===== config.mk =====
export PLATFORM = sky130hd
export DESIGN_NAME = eth_bd_ram_arbiter_flat
export DESIGN_NICKNAME = d
export VERILOG_FILES = /design/src/rtl/eth_bd_ram_arbiter_if.sv /design/src/rtl/eth_bd_ram_arbiter.sv /design/src/flat_wrapper.sv
export SDC_FILE = /design/constraint.sdc
export NUM_CORES = 1
export LEC_CHECK = 0
export CORE_ASPECT_RATIO = 1.4
export CORE_MARGIN = 2
export CORE_UTILIZATION = 42
export CTS_BUF_LIST = sky130_fd_sc_hd__clkbuf_8
export DETAILED_ROUTE_END_ITERATION = 16
export GPL_TIMING_DRIVEN = 0
export PLACE_DENSITY_LB_ADDON = 0.12
export SYNTH_ARGS = -nofsm -noshare
export SYNTH_HDL_FRONTEND = slang
export SYNTH_SLANG_ARGS = --single-unit

===== constraint.sdc =====
create_clock -name clk -period 2.5 [get_ports clk]
set_input_delay 0.5 -clock clk [delete_from_list [all_inputs] [get_ports clk]]
set_output_delay 0.5 -clock clk [all_outputs]
set_load 0.1 [all_outputs]

===== src/rtl/eth_bd_ram_arbiter_if.sv =====
// Bundle of the three requester ports, shared read data and the BD RAM pins
// seen by eth_bd_ram_arbiter.
interface eth_bd_ram_arbiter_if #(
  parameter int AW = 8,
  parameter int DW = 32
);
  localparam int BW = DW / 8;

  logic          host_req;
  logic [BW-1:0] host_we;
  logic [AW-1:0] host_addr;
  logic [DW-1:0] host_wdata;
  logic          host_ack;

  logic          tx_req;
  logic [BW-1:0] tx_we;
  logic [AW-1:0] tx_addr;
  logic [DW-1:0] tx_wdata;
  logic          tx_ack;

  logic          rx_req;
  logic [BW-1:0] rx_we;
  logic [AW-1:0] rx_addr;
  logic [DW-1:0] rx_wdata;
  logic          rx_ack;

  logic [DW-1:0] rdata;

  logic          ram_ce;
  logic [BW-1:0] ram_we;
  logic          ram_oe;
  logic [AW-1:0] ram_addr;
  logic [DW-1:0] ram_di;
  logic [DW-1:0] ram_dout;

  modport slave (
    input  host_req, host_we, host_addr, host_wdata,
    output host_ack,
    input  tx_req, tx_we, tx_addr, tx_wdata,
    output tx_ack,
    input  rx_req, rx_we, rx_addr, rx_wdata,
    output rx_ack,
    output rdata,
    output ram_ce, ram_we, ram_oe, ram_addr, ram_di,
    input  ram_dout
  );

  modport master (
    output host_req, host_we, host_addr, host_wdata,
    input  host_ack,
    output tx_req, tx_we, tx_addr, tx_wdata,
    input  tx_ack,
    output rx_req, rx_we, rx_addr, rx_wdata,
    input  rx_ack,
    input  rdata,
    input  ram_ce, ram_we, ram_oe, ram_addr, ram_di,
    output ram_dout
  );
endinterface


===== src/rtl/eth_bd_ram_arbiter.sv =====
// Three-port (rx > tx > host, with host starvation guard) arbiter in front of
// the single-port buffer-descriptor RAM.
module eth_bd_ram_arbiter #(
  parameter int AW            = 8,
  parameter int DW            = 32,
  parameter int HOST_MAX_WAIT = 4
) (
  input logic                clk,
  input logic                rst,
  eth_bd_ram_arbiter_if.slave bus
);
  localparam int BW  = DW / 8;
  localparam int WCW = (HOST_MAX_WAIT < 1) ? 1 : $clog2(HOST_MAX_WAIT + 1);
  localparam logic [WCW-1:0] WAIT_MAX = WCW'(HOST_MAX_WAIT);

  localparam logic [1:0] IDLE   = 2'd0;
  localparam logic [1:0] ACCESS = 2'd1;
  localparam logic [1:0] RDATA  = 2'd2;
  localparam logic [1:0] DONE   = 2'd3;

  localparam logic [1:0] G_NONE = 2'd0;
  localparam logic [1:0] G_HOST = 2'd1;
  localparam logic [1:0] G_TX   = 2'd2;
  localparam logic [1:0] G_RX   = 2'd3;

  logic [1:0]     state;
  logic [1:0]     grant;
  logic [1:0]     pick;
  logic [WCW-1:0] wait_cnt;
  logic [WCW-1:0] wait_nxt;
  logic [BW-1:0]  we_q;
  logic [AW-1:0]  addr_q;
  logic [DW-1:0]  wdata_q;
  logic [DW-1:0]  rdata_q;
  logic           busy;

  always_comb begin
    pick = G_NONE;
    if (bus.host_req && wait_cnt == WAIT_MAX) pick = G_HOST;
    else if (bus.rx_req)                      pick = G_RX;
    else if (bus.tx_req)                      pick = G_TX;
    else if (bus.host_req)                    pick = G_HOST;
  end

  // Starvation counter only advances on an IDLE arbitration the host loses.
  always_comb begin
    wait_nxt = wait_cnt;
    if (!bus.host_req) begin
      wait_nxt = '0;
    end else if (state == IDLE) begin
      if (pick == G_HOST)            wait_nxt = '0;
      else if (wait_cnt != WAIT_MAX) wait_nxt = wait_cnt + 1'b1;
    end
  end

  always_ff @(posedge clk) begin
    if (rst) begin
      state    <= IDLE;
      grant    <= G_NONE;
      wait_cnt <= '0;
      we_q     <= '0;
      addr_q   <= '0;
      wdata_q  <= '0;
      rdata_q  <= '0;
    end else begin
      wait_cnt <= wait_nxt;
      case (state)
        IDLE: begin
          grant <= pick;
          if (pick != G_NONE) state <= ACCESS;
          case (pick)
            G_HOST: begin
              we_q    <= bus.host_we;
              addr_q  <= bus.host_addr;
              wdata_q <= bus.host_wdata;
            end
            G_TX: begin
              we_q    <= bus.tx_we;
              addr_q  <= bus.tx_addr;
              wdata_q <= bus.tx_wdata;
            end
            G_RX: begin
              we_q    <= bus.rx_we;
              addr_q  <= bus.rx_addr;
              wdata_q <= bus.rx_wdata;
            end
            default: ;
          endcase
        end
        ACCESS: state <= (we_q == '0) ? RDATA : DONE;
        RDATA: begin
          rdata_q <= bus.ram_dout;
          state   <= DONE;
        end
        default: begin
          state <= IDLE;
          grant <= G_NONE;
        end
      endcase
    end
  end

  // RAM strobes are gated by rst so a reset edge never commits a write.
  assign busy         = (state == ACCESS || state == RDATA) && !rst;
  assign bus.ram_ce   = busy;
  assign bus.ram_we   = (busy && state == ACCESS) ? we_q : '0;
  assign bus.ram_oe   = busy && state == RDATA;
  assign bus.ram_addr = busy ? addr_q : '0;
  assign bus.ram_di   = (busy && state == ACCESS) ? wdata_q : '0;

  assign bus.host_ack = !rst && state == DONE && grant == G_HOST;
  assign bus.tx_ack   = !rst && state == DONE && grant == G_TX;
  assign bus.rx_ack   = !rst && state == DONE && grant == G_RX;
  assign bus.rdata    = rdata_q;
endmodule

===== src/flat_wrapper.sv =====
// flat-port wrapper written by rule: the top's interface ports become plain ports
module eth_bd_ram_arbiter_flat 
#(
  parameter int AW            = 8,
  parameter int DW            = 32,
  parameter int HOST_MAX_WAIT = 4
)
  (clk, rst, bus_host_req, bus_host_we, bus_host_addr, bus_host_wdata, bus_host_ack, bus_tx_req, bus_tx_we, bus_tx_addr, bus_tx_wdata, bus_tx_ack, bus_rx_req, bus_rx_we, bus_rx_addr, bus_rx_wdata, bus_rx_ack, bus_rdata, bus_ram_ce, bus_ram_we, bus_ram_oe, bus_ram_addr, bus_ram_di, bus_ram_dout);
  eth_bd_ram_arbiter_if #(.AW(AW), .DW(DW)) bus_i ();
  input logic clk;
  input logic rst;
  input wire logic [$bits(bus_i.host_req)-1:0] bus_host_req;
  input wire logic [$bits(bus_i.host_we)-1:0] bus_host_we;
  input wire logic [$bits(bus_i.host_addr)-1:0] bus_host_addr;
  input wire logic [$bits(bus_i.host_wdata)-1:0] bus_host_wdata;
  output wire logic [$bits(bus_i.host_ack)-1:0] bus_host_ack;
  input wire logic [$bits(bus_i.tx_req)-1:0] bus_tx_req;
  input wire logic [$bits(bus_i.tx_we)-1:0] bus_tx_we;
  input wire logic [$bits(bus_i.tx_addr)-1:0] bus_tx_addr;
  input wire logic [$bits(bus_i.tx_wdata)-1:0] bus_tx_wdata;
  output wire logic [$bits(bus_i.tx_ack)-1:0] bus_tx_ack;
  input wire logic [$bits(bus_i.rx_req)-1:0] bus_rx_req;
  input wire logic [$bits(bus_i.rx_we)-1:0] bus_rx_we;
  input wire logic [$bits(bus_i.rx_addr)-1:0] bus_rx_addr;
  input wire logic [$bits(bus_i.rx_wdata)-1:0] bus_rx_wdata;
  output wire logic [$bits(bus_i.rx_ack)-1:0] bus_rx_ack;
  output wire logic [$bits(bus_i.rdata)-1:0] bus_rdata;
  output wire logic [$bits(bus_i.ram_ce)-1:0] bus_ram_ce;
  output wire logic [$bits(bus_i.ram_we)-1:0] bus_ram_we;
  output wire logic [$bits(bus_i.ram_oe)-1:0] bus_ram_oe;
  output wire logic [$bits(bus_i.ram_addr)-1:0] bus_ram_addr;
  output wire logic [$bits(bus_i.ram_di)-1:0] bus_ram_di;
  input wire logic [$bits(bus_i.ram_dout)-1:0] bus_ram_dout;
  assign bus_i.host_req = bus_host_req;
  assign bus_i.host_we = bus_host_we;
  assign bus_i.host_addr = bus_host_addr;
  assign bus_i.host_wdata = bus_host_wdata;
  assign bus_host_ack = bus_i.host_ack;
  assign bus_i.tx_req = bus_tx_req;
  assign bus_i.tx_we = bus_tx_we;
  assign bus_i.tx_addr = bus_tx_addr;
  assign bus_i.tx_wdata = bus_tx_wdata;
  assign bus_tx_ack = bus_i.tx_ack;
  assign bus_i.rx_req = bus_rx_req;
  assign bus_i.rx_we = bus_rx_we;
  assign bus_i.rx_addr = bus_rx_addr;
  assign bus_i.rx_wdata = bus_rx_wdata;
  assign bus_rx_ack = bus_i.rx_ack;
  assign bus_rdata = bus_i.rdata;
  assign bus_ram_ce = bus_i.ram_ce;
  assign bus_ram_we = bus_i.ram_we;
  assign bus_ram_oe = bus_i.ram_oe;
  assign bus_ram_addr = bus_i.ram_addr;
  assign bus_ram_di = bus_i.ram_di;
  assign bus_i.ram_dout = bus_ram_dout;
  eth_bd_ram_arbiter #(.AW(AW), .DW(DW), .HOST_MAX_WAIT(HOST_MAX_WAIT)) u_core (.clk(clk), .rst(rst), .bus(bus_i));
endmodule

==> metrics.md <==
| Metric | Value |
|---|---|
| Pint | `roughly 3.8 mW` |
| CTS Sinks | `83` |
| Slew HR | `around a third` |
| Initial Util | `42.53%` |
| Initial antenna violation count | `0` |
| Rows | `47` |
| Flop-to-flop setup slack | `between 0.5 and 0.6 ns` |
| Core area | `11700 um2` |
| R2R cell count | `6` |
| Height of the die | `132.8 um` |
| WP data arrival | `about 2.0 ns` |
| Worst reg2reg endpoint | `u_core.wdata_q[9]` |
| Clock-pin transition on the worst setup and hold timing paths | `0.10 ns` |
| DRT Wirelength | `18.78 mm` |
| Root Buffer | `clkbuf_8` |
| Yosys cell types | `40` |
| Worst Setup Start Kind | `flop` |
| Pre-Repair DR Iteration Count | `5` |
| Skew final | `about 0.014 ns` |
| Leak pwr | `about 3.3 nW` |
| Fin crit share | `between 90 and 100%` |
| Overall global routing resource usage | `28.93%` |
| Hold_ws | `0.5000 ns` |
| Post-Syn Instances | `roughly 610` |
| Synth top area share | `about a third` |
| Yosys reg bits | `just over 80` |
| Port Buffers | `between 200 and 250` |
| FFs w/ async S/R, synth | `0%` |
| Mean Syn Cell Area | `approximately 8.1 um2` |
| Vias in the first global route | `between 5000 and 6000` |
| Global-route wire length before repair | `approximately 29 mm` |
| Outcome | `finished clean` |
| Yosys warnings | `0` |
| Min-Delay Startpoint | `u_core.grant[1]` |
| Vias | `approximately 5800` |
| Most used DFF post-synth | `dfxtp_1` |
| NetSw | `around 3.5 mW` |
| Hold depth | `2` |
| DP HPWL | `between 10 and 15 mm` |
| Post-synth EDFFs | `0` |
| Final Net Count | `around 1100` |
| Final Hold Vio Count | `0` |
| RD Place Congestion | `around 0.86` |
| Area Growth Syn to Fin | `69.43%` |
| Final setup violation count | `0` |
| Drt drc | `0` |
| Most numerous cell in the Yosys netlist | `nand2_1` |
| Io pins | `250` |
| Worst-path fanout max | `10` |
| Share of post-route cells with drive strength above 1 | `a little under a fifth` |
| Worst setup margin | `0.05008 ns` |
| Wirelength per Cell | `between 15 and 20 um` |
| CTS Buffer Depth | `2` |
| Clk Latency, worst-skew pair | `about 0.37 ns` |
| Final Power | `approximately 7.3 mW` |
| Top cells by count, synth | `nand2_1, dfxtp_1` |
| Die area | `12750 um2` |
| Die width | `roughly 96 um` |
| Hold/Removal Path Class | `flop to flop` |
| Cell accounting for the most synthesized area | `dfxtp_1` |
| Max-cap viol count | `0` |
| Worst Hold End | `u_core.grant[1]` |
| CTS tree | `built` |
| FMAX | `between 400 and 500 MHz` |
| Reg2Reg Launch Point | `u_core.state[0]` |
| DRT iter0 DRCs | `280` |
| Worst Max-Slew Pin Slew | `~1.0 ns` |
| Antenna cell count | `0` |
| Setup TNS | `0 ns` |
| Synthesized area | `4977 um2` |
| Tmin final | `2.450 ns` |
| H-tree depth | `3` |
| Sw Ratio | `between 40% and 50%` |
| Seq pwr share | `between 20% and 30%` |
| Critical Path RT | `~2.0 ns` |
| Critical path endpoint category | `primary output` |
| Max-slew violation count | `0` |
| Gate power share | `between 50% and 60%` |
| Post-layout util | `between 70% and 80%` |
| Total CTS buffers | `9` |
| Setup WS pre-CTS | `-1.459 ns` |
| Mapped Nets | `790` |
| Fill cell count | `approximately 950` |
| Max rail drop VDD | `538.3 uV` |
| Vias per cell | `5.605` |
| Clock network power share | `~14%` |
| Remaining antenna violation count | `0` |
| Pin count of the biggest net entering global routing | `17` |
| Top post-synthesis cells by area | `dfxtp_1, a41oi_1, nand2_1` |
| Power per cell area | `around 860 nW/um2` |
| Seq/Total Area, Yosys | `~33%` |
| Kind of critical path | `flop to primary output` |
| Remaining global-route overflow | `0` |
critical path, stage by stage (launching register included):
cell	delay (ns)
dfxtp_4	0.37
inv_2	0.06
ha_4	0.26
nor2b_4	0.19
buf_8	0.14
clkbuf_8	0.16
and3_2	0.22
buf_12	0.18
through the flow:
step	instance area [um2]	std cells
final	8433	1029
after detailed placement	7735	1010
after global placement	7735	1010
after global routing	8433	1029
after CTS	8319	1029
after floorplan	5059	614
routing by layer:
metal  GRT usage [%]  part of all wire, %  vias to the layer above
met5               0                    0                        -
met4           11.35                  3.1                        0
met3           7.688                  8.8                       45
met2           52.24                   52                      289
met1           31.05                   36                     2695
li1                -                    -                     2739
flip-flops by register name, summed over array words and instances, names as in the netlist:
name / flops
u_core.addr_q: 8
u_core.bus.rdata: 32
u_core.grant: 2
u_core.state: 2
u_core.wait_cnt: 3
u_core.wdata_q: 32
u_core.we_q: 4
cells by family after synthesis:
family | after synthesis | share of synthesized area, %
multiplexers | 34 | 6.838
buffers and inverters | 71 | 6.410
adder cells (fa/ha/maj) | 7 | 1.760
AND/OR/NAND/NOR | 233 | 24.69
flip-flops | 83 | 33.38
AO/OA/AOI/OAI | 186 | 26.92
area by class of cell:
class	count	area [um2]	area share, %
Sequential cell	83	1667	19.76
Clock buffer	9	123.9	1.469
Buffer	64	364.1	4.318
Clock inverter	7	82.58	0.9792
Timing Repair Buffer	254	2826	33.52
Multi-Input combinational cell	460	3167	37.55
Inverter	5	18.77	0.2226
Tap cell	147	183.9	2.181
repair_timing:
action / in CTS / in global routing
cloned: 1 / 0
pin swaps: 1 / 0
setup buffers: 4 / 0
endpoints found under the setup margin: 49 / 38
hold buffers: 0 / 0
gates resized for setup: 416 / 33
how the worst max path moves through the flow:
stage | slack [ns] | from | endpoint
after CTS | 0.003 | u_core.state[0] | bus_ram_we[2]
final | 0.05 | u_core.state[0] | bus_ram_di[24]
after detailed placement | -1.46 | rst | bus_ram_di[14]
after global routing | -0.002 | u_core.state[1] | bus_ram_di[26]
after floorplan | -0.51 | rst | bus_host_ack
after global placement | -1.48 | rst | bus_ram_di[14]
cell usage in the layout (no fill, tap or decap), types with 25 or more instances in the layout:
cell type,count
dfxtp_1,81
o21ai_0,37
nand2_1,91
nand3b_1,44
mux2i_1,34
clkbuf_1,25
a41oi_1,44
buf_12,31
clkdlybuf4s50_1,199
nor2_1,34
a21o_1,44
o21bai_1,44
power groups by stage:
stage / Sequential, mW / Combinational [mW] / Clock (mW)
3_3_place_gp: 1.99 / 3.75 / 0
3_5_place_dp: 2.01 / 3.83 / 0
4_1_cts: 1.98 / 4.15 / 1.05
5_1_grt: 2.05 / 4.46 / 1.10
6_report: 2.01 / 4.23 / 1.03
2_1_floorplan: 2.72 / 1.98 / 0
Power figures use the tool's default switching activity.
